$ cat config.mk
export PLATFORM = sky130hd
export DESIGN_NAME = branch_resolve_unit
export DESIGN_NICKNAME = d
export VERILOG_FILES = /design/src/rtl/br_pkg.sv /design/src/rtl/sat_counter.sv /design/src/rtl/branch_resolve_unit.sv
export SDC_FILE = /design/constraint.sdc
export NUM_CORES = 1
export LEC_CHECK = 0
export CORE_MARGIN = 2
export CORE_UTILIZATION = 45
export DETAILED_ROUTE_END_ITERATION = 8
export DONT_BUFFER_PORTS = 1
export PLACE_DENSITY = 0.67
export SYNTH_ARGS = -nofsm -noshare
export SYNTH_HDL_FRONTEND = slang
export SYNTH_SLANG_ARGS = --single-unit
$ cat constraint.sdc
create_clock -name clk -period 6.25 [get_ports clk]
set_input_delay 1.25 -clock clk [delete_from_list [all_inputs] [get_ports clk]]
set_output_delay 1.25 -clock clk [all_outputs]
set_load 0.02 [all_outputs]
$ cat src/rtl/br_pkg.sv
// Package: br_pkg
// Shared definitions for the decode-stage branch predictor and the EX-stage
// branch resolve unit.
//  - Branch class codes: 0-7 are real branches (BEQ..BGEZAL); 8-15 mean
//    "not a branch" (BR_NONE is the canonical value).
//  - Resolve-unit FSM state encoding.
//  - is_branch(): classifies a 4-bit decode class code.
package br_pkg;

  localparam logic [3:0] BR_BEQ    = 4'd0;
  localparam logic [3:0] BR_BNE    = 4'd1;
  localparam logic [3:0] BR_BLEZ   = 4'd2;
  localparam logic [3:0] BR_BGTZ   = 4'd3;
  localparam logic [3:0] BR_BLTZ   = 4'd4;
  localparam logic [3:0] BR_BGEZ   = 4'd5;
  localparam logic [3:0] BR_BLTZAL = 4'd6;
  localparam logic [3:0] BR_BGEZAL = 4'd7;
  localparam logic [3:0] BR_NONE   = 4'd8;

  typedef enum logic [0:0] {
    IDLE   = 1'b0,
    SQUASH = 1'b1
  } brs_state_e;

  // Classes with the top bit set are not branches.
  function automatic logic is_branch(input logic [3:0] br);
    return ~br[3];
  endfunction

endpackage

$ cat src/rtl/sat_counter.sv
// Module: sat_counter
// Up-counter that sticks at all-ones instead of wrapping.
// Ports:
//  clk    in  1  rising-edge clock
//  rst_n  in  1  synchronous reset, active low (clears count)
//  inc    in  1  add one at the next edge (ignored once saturated)
//  count  out W  current count
module sat_counter #(
  parameter int W = 16
) (
  input  logic         clk,
  input  logic         rst_n,
  input  logic         inc,
  output logic [W-1:0] count
);

  logic [W-1:0] count_q;
  logic [W-1:0] count_d;

  // Next count: increment unless already saturated.
  always_comb begin
    count_d = count_q;
    if (inc && (count_q != {W{1'b1}})) begin
      count_d = count_q + {{(W-1){1'b0}}, 1'b1};
    end else begin
      count_d = count_q;
    end
  end

  // Count register with synchronous reset.
  always_ff @(posedge clk) begin
    if (!rst_n) begin
      count_q <= {W{1'b0}};
    end else begin
      count_q <= count_d;
    end
  end

  assign count = count_q;

endmodule

$ cat src/rtl/branch_resolve_unit.sv
// Module: branch_resolve_unit
// EX-stage branch resolution. Captures the decode-stage prediction as the
// branch moves D->E, compares it with the real EX outcome, redirects fetch and
// squashes IF/ID and ID/EX on a mispredict, and returns a registered training
// update to the predictor. Keeps saturating branch/mispredict statistics.
// Ports:
//  clk, rst_n                      clock, synchronous active-low reset
//  d_valid, d_br, d_pred_taken,
//  d_pred_pc, d_pc_plus4           decode-stage instruction and its prediction
//  d_stall                         hold the E register (load-use stall)
//  e_actual_taken, e_target        resolved outcome/target from EX
//  redirect_valid, redirect_pc     fetch correction (same cycle as detection)
//  flush_ifid, flush_idex          squash wrong-path stages at next edge
//  train_valid, train_br,
//  train_taken                     one-cycle predictor update, cycle after resolve
//  branch_cnt, mispred_cnt         saturating statistics
module branch_resolve_unit
  import br_pkg::*;
#(
  parameter int AW    = 32,
  parameter int CNT_W = 16
) (
  input  logic             clk,
  input  logic             rst_n,
  input  logic             d_valid,
  input  logic [3:0]       d_br,
  input  logic             d_pred_taken,
  input  logic [AW-1:0]    d_pred_pc,
  input  logic [AW-1:0]    d_pc_plus4,
  input  logic             d_stall,
  input  logic             e_actual_taken,
  input  logic [AW-1:0]    e_target,
  output logic             redirect_valid,
  output logic [AW-1:0]    redirect_pc,
  output logic             flush_ifid,
  output logic             flush_idex,
  output logic             train_valid,
  output logic [2:0]       train_br,
  output logic             train_taken,
  output logic [CNT_W-1:0] branch_cnt,
  output logic [CNT_W-1:0] mispred_cnt
);

  // E-stage branch slot
  logic          e_valid_q,      e_valid_d;
  logic [2:0]    e_br_q,         e_br_d;
  logic          e_pred_taken_q, e_pred_taken_d;
  logic [AW-1:0] e_pred_pc_q,    e_pred_pc_d;
  logic [AW-1:0] e_pc_plus4_q,   e_pc_plus4_d;
  // Set once the held branch has resolved, so a stall does not re-resolve it.
  logic          fired_q,        fired_d;

  brs_state_e    state_q,        state_d;

  logic          train_valid_q,  train_valid_d;
  logic [2:0]    train_br_q,     train_br_d;
  logic          train_taken_q,  train_taken_d;

  logic          resolve_s;
  logic          mispredict_s;

  // Resolution and mispredict detection for the branch currently in E.
  always_comb begin
    resolve_s    = e_valid_q & (state_q == IDLE) & ~fired_q;
    mispredict_s = resolve_s &
                   ((e_pred_taken_q != e_actual_taken) |
                    (e_pred_taken_q & e_actual_taken & (e_pred_pc_q != e_target)));
  end

  // Fetch redirect and squash; redirect_pc is forced to zero when idle.
  always_comb begin
    redirect_valid = mispredict_s;
    flush_ifid     = mispredict_s;
    flush_idex     = mispredict_s;
    if (mispredict_s) begin
      redirect_pc = e_actual_taken ? e_target : e_pc_plus4_q;
    end else begin
      redirect_pc = {AW{1'b0}};
    end
  end

  // E register next value: flush beats stall, stall beats load.
  always_comb begin
    e_valid_d      = e_valid_q;
    e_br_d         = e_br_q;
    e_pred_taken_d = e_pred_taken_q;
    e_pred_pc_d    = e_pred_pc_q;
    e_pc_plus4_d   = e_pc_plus4_q;
    fired_d        = fired_q;
    if (mispredict_s) begin
      e_valid_d = 1'b0;
      fired_d   = 1'b0;
    end else if (d_stall) begin
      fired_d = fired_q | resolve_s;
    end else begin
      e_valid_d      = d_valid & is_branch(d_br);
      e_br_d         = d_br[2:0];
      e_pred_taken_d = d_pred_taken;
      e_pred_pc_d    = d_pred_pc;
      e_pc_plus4_d   = d_pc_plus4;
      fired_d        = 1'b0;
    end
  end

  // FSM next state: a mispredict costs exactly one squash cycle.
  always_comb begin
    state_d = state_q;
    case (state_q)
      IDLE:    state_d = mispredict_s ? SQUASH : IDLE;
      SQUASH:  state_d = IDLE;
      default: state_d = IDLE;
    endcase
  end

  // Training payload, registered for presentation one cycle after resolve.
  always_comb begin
    train_valid_d = resolve_s;
    if (resolve_s) begin
      train_br_d    = e_br_q;
      train_taken_d = e_actual_taken;
    end else begin
      train_br_d    = 3'd0;
      train_taken_d = 1'b0;
    end
  end

  // State registers with synchronous reset.
  always_ff @(posedge clk) begin
    if (!rst_n) begin
      e_valid_q      <= 1'b0;
      e_br_q         <= 3'd0;
      e_pred_taken_q <= 1'b0;
      e_pred_pc_q    <= {AW{1'b0}};
      e_pc_plus4_q   <= {AW{1'b0}};
      fired_q        <= 1'b0;
      state_q        <= IDLE;
      train_valid_q  <= 1'b0;
      train_br_q     <= 3'd0;
      train_taken_q  <= 1'b0;
    end else begin
      e_valid_q      <= e_valid_d;
      e_br_q         <= e_br_d;
      e_pred_taken_q <= e_pred_taken_d;
      e_pred_pc_q    <= e_pred_pc_d;
      e_pc_plus4_q   <= e_pc_plus4_d;
      fired_q        <= fired_d;
      state_q        <= state_d;
      train_valid_q  <= train_valid_d;
      train_br_q     <= train_br_d;
      train_taken_q  <= train_taken_d;
    end
  end

  assign train_valid = train_valid_q;
  assign train_br    = train_br_q;
  assign train_taken = train_taken_q;

  sat_counter #(.W(CNT_W)) u_branch_cnt (
    .clk   (clk),
    .rst_n (rst_n),
    .inc   (resolve_s),
    .count (branch_cnt)
  );

  sat_counter #(.W(CNT_W)) u_mispred_cnt (
    .clk   (clk),
    .rst_n (rst_n),
    .inc   (mispredict_s),
    .count (mispred_cnt)
  );

endmodule

==> results of run 1 <==
==> layout make-up <==
cell class | instances | area [µm²] | share of cell area
Timing Repair Buffer | 5 | 37.54 | 0.006903
Inverter | 5 | 18.77 | 0.003451
Clock inverter | 6 | 63.81 | 0.01173
Tap cell | 143 | 178.9 | 0.03290
Clock buffer | 10 | 239.0 | 0.04395
Multi-Input combinational cell | 468 | 2738 | 0.5035
Sequential cell | 108 | 2162 | 0.3976
==> worst min-delay path: stages (launching register included) <==
cell,delay [ns]
dfxtp_1,0.31
nand2_1,0.05
o21ai_1,0.05
==> synthesized netlist by cell type (all sizes together), types with 3 or more instances <==
master | count | area [µm²]
dfxtp | 108 | 2162
nand2 | 88 | 330.3
nand3 | 77 | 385.4
o21ai | 75 | 375.4
nor2 | 47 | 176.4
xnor2 | 38 | 332.8
mux2i | 35 | 350.3
clkbuf | 29 | 108.9
buf | 19 | 128.9
a21oi | 17 | 92.59
nand4 | 15 | 93.84
and3 | 9 | 56.30
or4 | 7 | 52.55
and2 | 6 | 37.54
o31ai | 6 | 45.04
xor2 | 6 | 52.55
nand2b | 5 | 31.28
nor3b | 5 | 42.54
inv | 4 | 15.01
or3 | 4 | 25.02
ha | 3 | 37.54
nor3 | 3 | 15.01
nor4 | 3 | 31.28
o41ai | 3 | 26.28
==> stage by stage <==
step	utilization	instance area, µm²
final	0.4824	5438
after global routing	0.4824	5438
after CTS	0.4824	5438
after detailed placement	0.4555	5135
after global placement	0.4555	5135
after floorplan	-	5149
==> power breakdown <==
group	switching [mW]	internal [mW]
Combinational	0.0620	0.0478
Sequential	0.0185	0.717
Clock	0.264	0.321
Total	0.345	1.09
==> metal layers <==
metal / up-vias / GRT usage / wire length (µm)
met1: 1943 / 0.2521 / 5404
met3: 17 / 0.07818 / 990
met2: 144 / 0.3153 / 5883
met5: - / 0 / 0
met4: 0 / 0.07167 / 242
li1: 2116 / - / -
==> final timing paths <==
kind / from / end / depth (start not counted)
max: e_target[18] / flush_idex / 7
min: e_pc_plus4_q[7]$_SDFFE_PN0P_ / e_pc_plus4_q[7]$_SDFFE_PN0P_ / 2
max reg2reg: u_mispred_cnt.count[2]$_SDFFE_PN0P_ / u_mispred_cnt.count[3]$_SDFFE_PN0P_ / 6
min reg2reg: e_pc_plus4_q[7]$_SDFFE_PN0P_ / e_pc_plus4_q[7]$_SDFFE_PN0P_ / 2
==> logic make-up (layout without fill, tap and decap cells) <==
kind of cell	Yosys count	after routing	synth area share
AND/OR/NAND/NOR	276	276	0.2591
AO/OA/AOI/OAI	110	110	0.1210
flip-flops	108	108	0.4199
buffers and inverters	53	26	0.04981
XOR/XNOR	44	44	0.07485
multiplexers	35	35	0.06804
adder cells (fa/ha/maj)	3	3	0.007291
==> sequential cells by signal (all words and copies together), names as in the netlist <==
signal and cells:
e_br_q 3, e_pc_plus4_q 32, e_pred_pc_q 32, e_pred_taken_q 1, e_valid_q 1, fired_q 1
state_q 1, train_br 3, train_taken 1, train_valid 1, u_branch_cnt.count 16, u_mispred_cnt.count 16
==> Implementation_results.wiki, run 1 <==
{| class="wikitable"
! Metric !! Value
|-
| Row count || 39
|-
| Gate family responsible for the most delay along the worst path || buffers and inverters
|-
| H-tree lvl count || 3
|-
| Post-Place Cells || 729
|-
| Number of distinct library cells after synthesis || 44
|-
| Average routed wire per standard cell || 16.81 µm
|-
| Initial Utilization || 0.4568
|-
| Aggregate routed wire length || 12.52 mm
|-
| Pre-CTS WS || 1.641 ns
|-
| Time the worst path needs with I/O delays and setup || 4.520 ns
|-
| Peak supply drop || 204.7 µV
|-
| Maximum number of pins on one net before global-route repair || 157
|-
| Syn Inst Count || 629
|-
| Critical path launch point type || input port
|-
| Result of the run || completed
|-
| Number of buffers added for setup after CTS || 0
|-
| Number of synthesized flops with an enable pin || 0
|-
| Maximum clock frequency || 221.3 MHz
|-
| CTS tree || yes
|-
| Number of nets in the layout || 706
|-
| Sum Neg Setup Slack || 0 ns
|-
| GPL Wtd Cong || 0.8158
|-
| Top Ports || 178
|-
| GRT Util Overall || 0.2010
|-
| Type of element capturing the critical path || output port
|-
| Iteration-0 DRC count of the detailed router || 367
|-
| Yosys reg bits || 108
|-
| Number of port buffers || 0
|-
| Fin Clk Skew || 0.009121 ns
|-
| Syn. warnings || 0
|-
| Flip-flop cell with the highest count after synthesis || dfxtp_1
|-
| Most common cell after layout, fill and taps aside || dfxtp_1
|-
| Sum of overflow across all layers after global routing || 0
|-
| Hold Violations, Final || 0
|-
| Post-synth design cell area || 5149 µm²
|-
| Count of antenna diodes in the layout || 0
|-
| Delay of the slowest critical-path stage || 0.38 ns
|-
| Library cell contributing the largest single delay on the critical path || nor4_2
|-
| Number of detailed-routing iterations run before antenna repair || 4
|-
| Arrival time at the worst endpoint || 3.27 ns
|-
| Number of sinks driven by the clock tree || 108
|-
| Pwr Total || 1.431 mW
|-
| Number of antenna violations at the first check in global routing || 0
|-
| Post-route insts no fill || 745
|-
| Setup WS post-layout || 1.730 ns
|-
| Type of the worst min-delay path || reg2reg
|-
| DIE AREA || 12310 µm²
|-
| CTS resizes || 0
|-
| Per-instance average area after synthesis || 8.186 µm²
|-
| Cell at the root of the clock tree || clkbuf_16
|-
| Sequential-to-total area share from yosys stat || 0.4199
|-
| Area growth, synth to finish || 5.614%
|-
| Number of filler cells placed in the layout || 1134
|-
| Worst Tran Pin Value || 1.231 ns
|-
| Data required time at the worst endpoint || 5.00 ns
|-
| Power density over the cells || 263.2 nW/µm²
|-
| Max Fanout on Critical Path || 30
|-
| Final HPWL from detailed placement || 8.838 mm
|-
| Setup repair after global routing missed its margin || no
|-
| Most frequent cells in the layout || dfxtp_1 (108), nand2_1 (88), nand3_1 (77), o21ai_0 (57), nor2_1 (47)
|-
| Share of the clock period used by the worst path after layout || 0.7232
|-
| Fin Hold WS || 0.4523 ns
|-
| DR DRC count || 0
|-
| Post-detailed-route count of antenna-violating nets || 0
|-
| Die span in y || 111.0 µm
|-
| Worst slew margin relative to its limit || 0.1765
|-
| Clock edge transition at the registers on the reported setup and hold paths || 0.06 ns
|-
| Number of buffers on the longest clock path || 2
|-
| Number of buffers inserted by hold repair at cts || 0
|-
| Fraction of registers with async set/reset || 0
|-
| Syn nets || 738
|-
| Cell-by-cell listing of the critical path || xnor2_1 -> nand4_1 -> nor4_2 -> a21oi_2 -> a21oi_4 -> buf_4 -> inv_1
|-
| Ratio of cells with drive above 1 in the final layout || 0.04651
|-
| Max-cap check violation count || 0
|-
| Global-route wire length before repair || 19.91 mm
|-
| Number of CTS-inserted buffers || 9
|-
| Horiz. Die Dim || 111.0 µm
|-
| Core area || 11270 µm²
|-
| Buffering stage count on the worst path with inverters included || 2
|-
| Leakage || 1.859 nW
|-
| Worst reg2reg setup slack || 3.50 ns
|-
| Setup-failing EPs final || 0
|-
| Count of pins over their slew limit || 0
|-
| Total via count after detailed routing || 4220
|-
| Number of global-route vias before repair || 3894
|-
| Clock network latency to the later pin of the worst-skew pair || 0.36 ns
|-
| Number of vias per cell || 5.664
|-
| Worst Setup Path Type || in2out
|}
No activity file was read; power rests on OpenSTA's default activity.
==> run 2, diff against run 1 <==
PLACE_DENSITY = 0.69   (was 0.67)
clock period = 4 ns   (was 6.25 ns; I/O delays follow)
==> run 2 against run 1 <==
  * Sequential cell count unchanged
  * Sequential power increased by 56%
  * Global-route usage decreased by 0.45 points
  * First-iteration DRC count decreased by 4.9%
  * Combinational power increased by 57%
  * Power increased by 57%
  * Non-clock buffer count unchanged
  * Sequential share of layout area decreased by 0.21 points
  * Register-to-register slack got worse by 2.0 ns
  * Critical path type unchanged
  * Largest power group unchanged
==> Implementation_results.wiki, run 2 (synthesis results as in run 1) <==
{| class="wikitable"
! Metric !! Value
|-
| Result of the run || completed
|-
| GPL Wtd Cong || 0.8079
|-
| Time the worst path needs with I/O delays and setup || 3.416 ns
|-
| Pwr Total || 2.247 mW
|-
| Maximum clock frequency || 292.7 MHz
|-
| Setup-failing EPs final || 0
|-
| Max-cap check violation count || 0
|-
| Sum Neg Setup Slack || 0 ns
|-
| Number of filler cells placed in the layout || 1130
|-
| DIE AREA || 12310 µm²
|-
| Met1 layer usage reported by global route || 0.2497
|-
| Setup repair after global routing missed its margin || no
|-
| Total via count after detailed routing || 4288
|-
| Maximum number of pins on one net before global-route repair || 157
|-
| Final Instance Area || 5466 µm²
|-
| Max Fanout on Critical Path || 12
|-
| CTS resizes || 0
|-
| DR DRC count || 0
|-
| Number of vias per cell || 5.763
|-
| Count of pins over their slew limit || 0
|-
| Number of buffers inserted by hold repair at cts || 0
|-
| Worst reg2reg path depth || 7
|-
| Aggregate routed wire length || 12.47 mm
|-
| Number of buffers on the longest clock path || 2
|-
| Worst r2r src || e_pred_pc_q[18]$_SDFFE_PN0P_
|-
| Power density over the cells || 411.0 nW/µm²
|-
| Cell at the root of the clock tree || clkbuf_16
|-
| Worst min-delay path startpoint || e_pc_plus4_q[8]$_SDFFE_PN0P_
|-
| Worst Setup Path Type || in2out
|-
| Clock network latency to the later pin of the worst-skew pair || 0.34 ns
|-
| Post-detailed-route count of antenna-violating nets || 0
|-
| Fraction of met3 tracks used by global routing || 0.06834
|-
| Most common cell after layout, fill and taps aside || dfxtp_1
|-
| Worst reg2reg setup slack || 1.49 ns
|-
| Most utilized layer in the global route result || met2
|-
| Worst hold path stage count || 2
|-
| Final HPWL from detailed placement || 8.802 mm
|-
| Number of antenna violations at the first check in global routing || 0
|-
| Met2 routing resource usage after global routing || 0.3088
|-
| Ratio of cells with drive above 1 in the final layout || 0.04326
|-
| Die span in y || 111.0 µm
|-
| CTS tree || yes
|-
| Hold Violations, Final || 0
|-
| Iteration-0 DRC count of the detailed router || 349
|-
| Number of global-route vias before repair || 3919
|-
| Registers with the most flip-flops || e_pc_plus4_q (32), e_pred_pc_q (32)
|-
| Origin of the worst setup path || e_target[18]
|-
| Worst Tran Pin Value || 0.7488 ns
|-
| Number of buffers added for setup after CTS || 0
|-
| Number of port buffers || 0
|-
| Capture instance of the worst register-to-register path || e_valid_q$_SDFFE_PP0N_
|-
| Share of the clock period used by the worst path after layout || 0.8540
|-
| Number of nets in the layout || 706
|-
| Leakage || 1.874 nW
|-
| Total placed instance area || 5160 µm²
|-
| Clock edge transition at the registers on the reported setup and hold paths || 0.07 ns
|-
| Data required time at the worst endpoint || 3.20 ns
|-
| Sum of overflow across all layers after global routing || 0
|-
| Worst slew margin relative to its limit || 0.4977
|-
| Finished Core Util || 0.4850
|-
| Type of element capturing the critical path || output port
|-
| Count of antenna diodes in the layout || 0
|-
| Fin Clk Skew || 0.01255 ns
|-
| Core area || 11270 µm²
|-
| Number of detailed-routing iterations run before antenna repair || 5
|-
| Horiz. Die Dim || 111.0 µm
|-
| Number of sinks driven by the clock tree || 108
|-
| Worst Hold Endpoint || e_pc_plus4_q[8]$_SDFFE_PN0P_
|-
| Average routed wire per standard cell || 16.76 µm
|-
| Global-route wire length before repair || 19.53 mm
|-
| Initial Utilization || 0.4568
|-
| Top Ports || 178
|-
| Type of the worst min-delay path || reg2reg
|-
| Arrival time at the worst endpoint || 2.62 ns
|-
| H-tree lvl count || 3
|-
| Fin Hold WS || 0.4510 ns
|-
| Area growth, synth to finish || 6.172%
|-
| GRT Util Overall || 0.1965
|-
| Row count || 39
|-
| Most frequent cells in the layout || dfxtp_1 (108), nand2_1 (88), nand3_1 (77), o21ai_0 (57), nor2_1 (47)
|-
| Peak supply drop || 246.2 µV
|-
| Number of CTS-inserted buffers || 9
|-
| Critical path launch point type || input port
|}
## run 2: layout make-up
cell class	instances	area [µm²]	area share
clock buffer	10	229.0	0.04189
timing repair buffer	5	62.56	0.01144
clock inverter	5	77.57	0.01419
multi-input combinational	468	2738	0.5008
inverter	5	18.77	0.003433
sequential	108	2162	0.3955
tap	143	178.9	0.03273
## run 2: how the worst max path moves through the flow
| stage | cells past startpoint | slack [ns] | to |
|---|---|---|---|
| after floorplan | 9 | 0.83 | flush_ifid |
| after global placement | 6 | 0.53 | flush_ifid |
| after detailed placement | 6 | 0.50 | flush_ifid |
| after CTS | 6 | 0.49 | flush_ifid |
| after global routing | 6 | 0.44 | flush_idex |
| final | 6 | 0.58 | flush_ifid |
## run 2: stage by stage
| stage | setup WS, ns | instances |
|---|---|---|
| 5_1_grt | 0.4402 | 744 |
| 3_3_place_gp | 0.5264 | 729 |
| 6_report | 0.5839 | 744 |
| 4_1_cts | 0.4892 | 744 |
| 3_5_place_dp | 0.4961 | 729 |
| 2_1_floorplan | 0.8295 | 629 |
## run 2: layer usage
metal  up-vias  share of wire  wire, µm
met3        12          0.073       915
met4         0          0.015       183
met1      2001           0.43      5374
li1       2118              -         -
met5         -              0         0
met2       157           0.48      5996
## run 2: critical path: stages
cell,delay (ns)
xnor2_1,0.25
nand4_1,0.24
nor4_2,0.37
a21oi_2,0.15
a21oi_4,0.39
inv_1,0.41
## run 2: report_power, final
part | internal (mW) | total [mW] | switching (mW)
clock network | 0.543 | 0.923 | 0.380
logic | 0.0765 | 0.173 | 0.0968
registers | 1.12 | 1.15 | 0.0294
==> run 3, diff against run 2 <==
PLACE_DENSITY = unset   (was 0.69)
PLACE_DENSITY_LB_ADDON = 0.1   (was unset)
==> run 3 against run 2 <==
  * Core utilization is 0.63 points higher
  * Final area is 1.3% higher
  * Sequential cell count unchanged
  * Fmax up 0.42%
  * Non-clock buffer count rose by 2
  * Critical path depth unchanged
  * Clock-buffer cell count is 1 lower
  * Global-route usage up 0.99 points
  * Largest cell class unchanged
==> Implementation_results.wiki, run 3 (synthesis results as in run 1) <==
{| class="wikitable"
! Metric !! Value
|-
| Number of global-route vias before repair || 3982
|-
| Number of detailed-routing iterations run before antenna repair || 4
|-
| Footprint of the flip-flops and latches || 2162 µm²
|-
| Die span in y || 111.0 µm
|-
| Result of the run || completed
|-
| Final HPWL from detailed placement || 9.010 mm
|-
| Leakage || 1.910 nW
|-
| Type of element capturing the critical path || output port
|-
| Number of buffers added for setup after CTS || 0
|-
| Ratio of cells with drive above 1 in the final layout || 0.04967
|-
| Maximum number of pins on one net before global-route repair || 157
|-
| Number of buffers inserted by hold repair at cts || 0
|-
| Clock edge transition at the registers on the reported setup and hold paths || 0.07 ns
|-
| Hold Violations, Final || 0
|-
| Worst slew margin relative to its limit || 0.4855
|-
| Horiz. Die Dim || 111.0 µm
|-
| GPL Wtd Cong || 0.8325
|-
| Finished Core Util || 0.4913
|-
| Share of the clock period used by the worst path after layout || 0.8504
|-
| Fin Clk Skew || 0.006915 ns
|-
| Iteration-0 DRC count of the detailed router || 399
|-
| Total via count after detailed routing || 4209
|-
| Post-Place Cells || 731
|-
| Top Ports || 178
|-
| Arrival time at the worst endpoint || 2.60 ns
|-
| Registers with the most flip-flops || e_pc_plus4_q (32), e_pred_pc_q (32)
|-
| Peak supply drop || 390.0 µV
|-
| Global-route wire length before repair || 20.52 mm
|-
| Worst Setup Path Type || in2out
|-
| Setup WS post-layout || 0.5983 ns
|-
| Setup repair after global routing missed its margin || no
|-
| CTS resizes || 0
|-
| Setup-failing EPs final || 0
|-
| Core area || 11270 µm²
|-
| Number of CTS-inserted buffers || 9
|-
| Number of nets in the layout || 708
|-
| Critical path launch point type || input port
|-
| Row count || 39
|-
| Initial Utilization || 0.4568
|-
| Number of filler cells placed in the layout || 1068
|-
| Number of sinks driven by the clock tree || 108
|-
| Post-detailed-route count of antenna-violating nets || 0
|-
| Power density over the cells || 444.3 nW/µm²
|-
| DR DRC count || 0
|-
| Maximum clock frequency || 294.0 MHz
|-
| GRT Util Overall || 0.2064
|-
| Time the worst path needs with I/O delays and setup || 3.402 ns
|-
| Number of buffers on the longest clock path || 2
|-
| H-tree lvl count || 3
|-
| Sum of overflow across all layers after global routing || 0
|-
| Post-route insts no fill || 747
|-
| Sum Neg Setup Slack || 0 ns
|-
| Number of antenna violations at the first check in global routing || 0
|-
| Count of antenna diodes in the layout || 0
|-
| Max-cap check violation count || 0
|-
| Data required time at the worst endpoint || 3.20 ns
|-
| Average routed wire per standard cell || 17.20 µm
|-
| Clock network latency to the later pin of the worst-skew pair || 0.35 ns
|-
| Most frequent cells in the layout || dfxtp_1 (108), nand2_1 (88), nand3_1 (77), o21ai_0 (57), nor2_1 (47)
|-
| CTS tree || yes
|-
| DIE AREA || 12310 µm²
|-
| Multi-input gate area in the final layout || 2738 µm²
|-
| Most common cell after layout, fill and taps aside || dfxtp_1
|-
| Max Fanout on Critical Path || 14
|-
| Area growth, synth to finish || 7.558%
|-
| Count of pins over their slew limit || 0
|-
| Aggregate routed wire length || 12.85 mm
|-
| Type of the worst min-delay path || reg2reg
|-
| Pre-CTS WS || 0.4924 ns
|-
| Number of port buffers || 0
|-
| Cell at the root of the clock tree || clkbuf_16
|-
| Number of vias per cell || 5.635
|-
| Worst Tran Pin Value || 0.7670 ns
|}
-- run 3: cell count changes in the layout (fill, tap and decap cells not counted), sizes merged --
cell	change
clkinv	-1
buf	+2
clkbuf	-1
bufinv	+3
-- run 3: worst paths after layout --
| check | slack, ns | depth (start not counted) | end | from |
|---|---|---|---|---|
| hold reg to reg | 0.45 | 2 | e_pc_plus4_q[9]$_SDFFE_PN0P_ | e_pc_plus4_q[9]$_SDFFE_PN0P_ |
| hold / removal | 0.45 | 2 | e_pc_plus4_q[9]$_SDFFE_PN0P_ | e_pc_plus4_q[9]$_SDFFE_PN0P_ |
| setup / recovery | 0.60 | 6 | redirect_valid | e_target[18] |
| setup reg to reg | 1.49 | 7 | e_pred_pc_q[3]$_SDFFE_PN0P_ | e_pred_pc_q[18]$_SDFFE_PN0P_ |
-- run 3: routing by layer --
layer  global-route usage  routed length, µm
met4              0.08833                328
met2               0.3272               6047
met1               0.2636               5588
met5                    0                  0
met3              0.05850                888
-- run 3: critical path, stage by stage --
cell and delay (ns):
xnor2_1 0.23, nand4_1 0.19, nor4_2 0.36, a21oi_2 0.15
a21oi_4 0.44, inv_1 0.42
-- run 3: metrics by stage --
step	hold slack, ns	cell area [µm²]	total power, mW
2_1_floorplan	0.4277	5149	1.343
3_3_place_gp	0.4398	5150	1.344
3_5_place_dp	0.4422	5150	1.349
4_1_cts	0.4533	5538	2.492
5_1_grt	0.4692	5538	2.560
6_report	0.4482	5538	2.461
-- run 3: layout make-up --
class,instances,area share
multi-input combinational,468,0.4944
inverter,5,0.003389
clock inverter,7,0.02937
clock buffer,9,0.04067
sequential,108,0.3904
timing repair buffer,7,0.009489
tap,143,0.03231
-- run 3: power breakdown --
group          switching (mW)  total [mW]  internal [mW]
logic                  0.0963       0.171         0.0752
registers              0.0292        1.15           1.12
clock network           0.402        1.14          0.737
total                   0.528        2.46           1.93
==> variant 1, RTL diff (flow settings as in run 3) <==
`CNT_W`: 16 -> 14.
--- a/src/rtl/branch_resolve_unit.sv
+++ b/src/rtl/branch_resolve_unit.sv
@@ -19,5 +19,5 @@
 #(
   parameter int AW    = 32,
-  parameter int CNT_W = 16
+  parameter int CNT_W = 14
 ) (
   input  logic             clk,
Ports: changed (resized branch_cnt and mispred_cnt); port bits go from 178 to 174. No check against the original RTL was run, so the function may have changed too.
==> variant 1 against run 3 <==
  * Sequential cell count is 4 lower
  * Worst setup slack worse by 0.081 ns
  * Total power fell by 18%
  * Sequential power down 3%
  * Area after synthesis down 3.9%
  * Register-to-register slack got worse by 0.15 ns
  * Sequential share of layout area grew 1.3 points
  * Design area decreased by 6.8%
  * Routed wire length is 2.0% lower
==> variant 1: results (changes against run 3) <==
Pwr
  • IR drop worst, VDD: 0.219 mV (was 0.390 mV)
  • Switch Pwr: 0.505 mW (was 0.528 mW)
  • Total leakage power: 1.80 nW (was 1.91 nW)

Timing
  • Worst-Margin Slew: 0.743 ns (was 0.767 ns)

Cells and area
  • Layout cells sized above 1: 0.0480 (was 0.0497)

Drt
  • Wire per inst: 17.4 µm (was 17.2 µm)
  • WL final: 12,600 µm (was 12,900 µm)
  • DR iter-0 viols: 246 (was 399)
  • DR WL met3: 1100 µm (was 888 µm)
  • Routed vias: 3,968 (was 4,209)
  • Wl on met1: 5570 µm (was 5590 µm)

Synth
  • Register area share after synthesis: 0.421 (was 0.420)
  • Synth top cells by count: 104 x dfxtp_1, 93 x nand2_1, 77 x nand3_1, 51 x nor2_1, 40 x o21ai_1 (was 108 x dfxtp_1, 88 x nand2_1, 77 x nand3_1, 57 x o21ai_0, 47 x nor2_1)
  • Area contributors post-synth: dfxtp_1 42%, nand3_1 7.8%, mux2i_1 7.3%, nand2_1 7.1%, xnor2_1 6.6% (was dfxtp_1 42%, nand3_1 7.5%, mux2i_1 6.8%, xnor2_1 6.5%, nand2_1 6.4%)
  • Post-synthesis compound-gate area fraction: 0.107 (was 0.121)
  • Mux contribution to synthesized area: 0.0729 (was 0.0680)
  • Post-Syn Nets: 716 (was 738)
  • Synth Area in Adders: 0.00759 (was 0.00729)

Worst setup path
  • Crit path capture: redirect_pc[8] (was redirect_valid)
  • R2r setup slk: 1.34 ns (was 1.49 ns)
  • Worst reg2reg path depth: 8 (was 7)
  • CP Launch Point: e_target[30] (was e_target[18])
  • Capture point of the worst reg-to-reg path: e_pc_plus4_q[20] (was e_pred_pc_q[3])

Worst hold path
  • Hold Path End: e_pc_plus4_q[15] (was e_pc_plus4_q[9])
  • Hold_sp: e_pc_plus4_q[15] (was e_pc_plus4_q[9])

Placement
  • Final GP Congestion: 0.855 (was 0.833)
  • Placed cell count: 707 (was 731)
  • DP HPWL: 9120 µm (was 9010 µm)

GRT
  • Number of global-route vias before repair: 3,635 (was 3,982)
  • First-pass GRT wire length: 19,000 µm (was 20,500 µm)
  • Tot GR Track Use: 0.210 (was 0.206)
  • Largest net degree at the start of global routing: 156 (was 157)

CTS
  • CTS clk-pin slew, worst paths: 0.10 ns (was 0.07 ns)
  • Clock root buffer: clkbuf_8 (was clkbuf_16)
  • Clk_lat worst skew: 0.38 ns (was 0.35 ns)

Outcome
  • Status: finished clean (unchanged)
-- variant 1: cell count changes in the layout (fill, tap and decap cells not counted), moves of 4 or more --
cell	run 3	this run
o21ai_0	57	34
o21ai_1	18	40
clkbuf_16	9	0
clkbuf_8	0	9
a21oi_1	15	9
nand4_1	15	9
nand2_1	88	93
or4_1	7	2
dfxtp_1	108	104
nand2b_1	5	1
nor2_1	47	51
o31ai_1	6	2
-- variant 1: power groups by stage --
stage | Clock (mW) | Combinational [mW] | Sequential (mW)
CTS | 0.749 | 0.179 | 1.11
floorplan | 0 | 0.179 | 1.13
global placement | 0 | 0.175 | 1.13
global route | 0.791 | 0.195 | 1.12
finish | 0.732 | 0.175 | 1.11
detailed placement | 0 | 0.178 | 1.14
-- variant 1: tightest hold or removal path, cell delays in order (launching register included) --
cell	delay, ns
dfxtp_1	0.32
nand2_1	0.05
o21ai_1	0.05
-- variant 1: layout make-up --
type	instances	area (µm²)	share of cell area
tap	140	175	0.0340
timing repair buffer	6	70.1	0.0136
clock inverter	7	96.3	0.0187
clock buffer	9	124	0.0240
sequential	104	2080	0.404
inverter	6	22.5	0.00437
multi-input combinational	451	2590	0.502
-- variant 1: routing by layer --
metal | track usage | vias to the layer above
met3 | 0.0663 | 14
met1 | 0.273 | 1820
met4 | 0.0778 | 0
met5 | 0 | -
li1 | - | 2011
met2 | 0.326 | 123
-- variant 1: per-stage QoR --
step                      setup slack [ns]  hold WS, ns  utilization  power (mW)  instance area (µm²)
after detailed placement             0.483        0.440        0.458        1.31                 4940
after CTS                            0.468        0.455        0.478        2.04                 5160
after floorplan                       1.01        0.424            -        1.31                 4950
after global routing                 0.339        0.469        0.478        2.10                 5160
after global placement               0.564        0.432        0.458        1.31                 4940
final                                0.518        0.452        0.478        2.02                 5160
==> variant 2, RTL diff (config.mk and constraints of run 3) <==
Without the edit above. Reset style: asynchronous (`rst_n`), changed in 2 clocked blocks. Comments in the files are not updated.
--- a/src/rtl/sat_counter.sv
+++ b/src/rtl/sat_counter.sv
@@ -29,5 +29,5 @@
 
   // Count register with synchronous reset.
-  always_ff @(posedge clk) begin
+  always_ff @(posedge clk or negedge rst_n) begin
     if (!rst_n) begin
       count_q <= {W{1'b0}};
--- a/src/rtl/branch_resolve_unit.sv
+++ b/src/rtl/branch_resolve_unit.sv
@@ -126,5 +126,5 @@
 
   // State registers with synchronous reset.
-  always_ff @(posedge clk) begin
+  always_ff @(posedge clk or negedge rst_n) begin
     if (!rst_n) begin
       e_valid_q      <= 1'b0;
Formal check against the unedited RTL: differs if rst_n is asserted again (counterexample within 4 cycles, from zero or initial values and one cycle with rst_n low); with rst_n held inactive, the same outputs for 10 cycles.
==> variant 2 against run 3 <==
  * Global-route usage fell by 2.0 points
  * Worst hold slack got worse by 0.31 ns
  * Sequential cell count did not move
  * Area after synthesis rose by 1.7%
  * Register-to-register slack got worse by 0.27 ns
  * Die area rose by 1.6%
  * Core utilization rose by 0.35 points
  * Routed wire length fell by 13%
  * Design area rose by 1.6%
  * Synthesized cell count fell by 34%
  * Worst setup slack improved by 0.13 ns
  * Highest routed layer unchanged
Power is not compared: it rests on default switching activity, and its combinational part moved more than twofold at a synthesized area within 25%.
==> variant 2: results (changes against run 3) <==
Timing
  • Slew headroom: 0.617 (was 0.486)
  • Clock Skew: 0.00582 ns (was 0.00691 ns)

CTS
  • Max H-tree Level: 3 (unchanged)
  • Clk buf depth: 2 (unchanged)
  • Clock root buffer: clkbuf_16 (unchanged)
  • CTS buffer count: 9 (unchanged)
  • CTS clk-pin slew, worst paths: 0.07 ns (about the same)
  • Clk_lat worst skew: 0.35 ns (about the same)
  • Postcts setup bufs: 0 (unchanged)
  • Post-cts sizing count: 0 (unchanged)

Drt
  • DRT Pass-1 Iters: 4 (unchanged)
  • Routed Antenna Nets: 0 (unchanged)
  • DR iter-0 viols: 108 (was 399)
  • Top Layer Used: met4 (unchanged)
  • Routed vias: 2,995 (was 4,209)
  • DR WL met3: 925 µm (was 888 µm)
  • Met2 WL: 5110 µm (was 6050 µm)
  • Wl on met1: 5000 µm (was 5590 µm)
  • WL final: 11,200 µm (was 12,900 µm)

Pwr
  • Total leakage power: roughly 2.5 nW
  • IR drop worst, VDD: approximately 0.55 mV

Worst setup path
  • Worst-path fanout max: 14 (unchanged)
  • Worst reg2reg path depth: 8 (was 7)
  • Slowest CP cell: o21ai_4 (was a21oi_4)
  • Critical Path AT: 2.47 ns (was 2.60 ns)
  • Worst path max stage delay: 0.38 ns (was 0.44 ns)
  • Top delay family on crit path: simple AND/OR/NAND/NOR gates (was compound AO/OA/AOI/OAI gates)

Synth
  • Area contributors post-synth: dfrtp_1 52%, mux2_2 11%, xnor2_1 7.5%, mux2i_1 6.5%, mux2_4 5.7% (was dfxtp_1 42%, nand3_1 7.5%, mux2i_1 6.8%, xnor2_1 6.5%, nand2_1 6.4%)
  • Cell variety after synth: 36 (was 44)
  • Synth Warn #: 0 (unchanged)
  • Post-Syn Nets: 522 (was 738)
  • Synth top cells by count: 108 x dfrtp_1, 50 x mux2_2, 45 x nor2_1, 45 x xnor2_1, 34 x mux2i_1 (was 108 x dfxtp_1, 88 x nand2_1, 77 x nand3_1, 57 x o21ai_0, 47 x nor2_1)
  • Async S/R FF share, synth: 1.00 (was 0)
  • Register area share after synthesis: 0.516 (was 0.420)

GRT
  • First-pass GRT wire length: 17,900 µm (was 20,500 µm)
  • Initial antenna violation count: 0 (unchanged)
  • Tot GR Track Use: 0.186 (was 0.206)
  • Number of global-route vias before repair: 3,200 (was 3,982)
  • Largest net degree at the start of global routing: 109 (was 157)

Cells and area
  • Layout cells sized above 1: 0.237 (was 0.0497)
  • # nets final: 519 (was 708)
  • Largest regs: e_pc_plus4_q: 32 flops, e_pred_pc_q: 32 flops (unchanged)
  • # diodes: 0 (unchanged)

Placement
  • Final GP Congestion: 0.763 (was 0.833)
  • I/O Buffers: 0 (unchanged)
  • Setup slack at placement: 0.686 ns (was 0.492 ns)
  • DP HPWL: 8080 µm (was 9010 µm)

Worst hold path
  • HP Class: in2async (was reg2reg)

Outcome
  • Status: finished clean (unchanged)
==> variant 2: cell count changes after synthesis, sizes merged, moves of 6 or more <==
cell / run 3 / this run
a21oi: 17 / 1
clkbuf: 29 / 5
dfrtp: 0 / 108
dfxtp: 108 / 0
mux2: 0 / 70
nand2: 88 / 12
nand3: 77 / 6
o21ai: 75 / 1
o31ai: 6 / 0
or4: 7 / 0
xnor2: 38 / 45
xor2: 6 / 15
==> variant 2: final cells by class <==
class                   instances  area, µm²
well taps                     143        179
multi-input cells             282       2400
clock buffers                  12        267
repair buffers                  6       57.6
inverters                       3       11.3
flip-flops and latches        108       2700
clock inverters                 2       10.0
fillers                      1012       5740
==> variant 2: worst register-to-register path: stages, from the launching register on <==
cell and delay, ns:
dfrtp_1 0.39, xnor2_1 0.27, nand4_1 0.15, nor4_1 0.32, a21boi_1 0.16, o21ai_4 0.38, and2b_4 0.25, buf_4 0.36
mux2_2 0.40
==> variant 2: routing by layer <==
metal / GRT usage / up-vias
li1: - / 1410
met3: 0.0751 / 12
met2: 0.282 / 111
met5: 0 / -
met4: 0.0519 / 0
met1: 0.249 / 1462
==> variant 2: where the power goes <==
part	leakage [nW]	switching, mW	total, mW	internal [mW]
clock network	0.140	0.378	0.843	0.465
registers	1.33	0.192	1.44	1.25
logic	1.04	0.198	0.451	0.253
==> variant 2: path summary, 6_finish.rpt <==
path	startpoint	endpoint	slack [ns]
setup / recovery	e_target[12]	redirect_pc[1]	0.73
hold / removal	rst_n	e_pc_plus4_q[18]	0.14
max in group asynchronous	rst_n	u_mispred_cnt.count[13]	3.67
min in group clk	e_br_q[2]	train_br[2]	0.48
hold reg to reg	e_br_q[2]	train_br[2]	0.48
setup reg to reg	e_pred_pc_q[12]	e_pred_pc_q[5]	1.22
==> variant 2: per-stage QoR <==
step,utilization,std cells,instance area (µm²)
floorplan,-,413,5240
global placement,0.470,542,5350
CTS,0.495,556,5630
global route,0.495,556,5630
detailed placement,0.470,542,5350
finish,0.495,556,5630
==> variant 2: cells by family (layout without fill, tap and decap cells) <==
kind of cell,Yosys count,after routing,synth area share
buffers and inverters,23,23,0.0284
adder cells (fa/ha/maj),3,3,0.00717
flip-flops,108,108,0.516
AND/OR/NAND/NOR,109,109,0.107
AO/OA/AOI/OAI,6,6,0.0112
XOR/XNOR,60,60,0.100
multiplexers,104,104,0.230
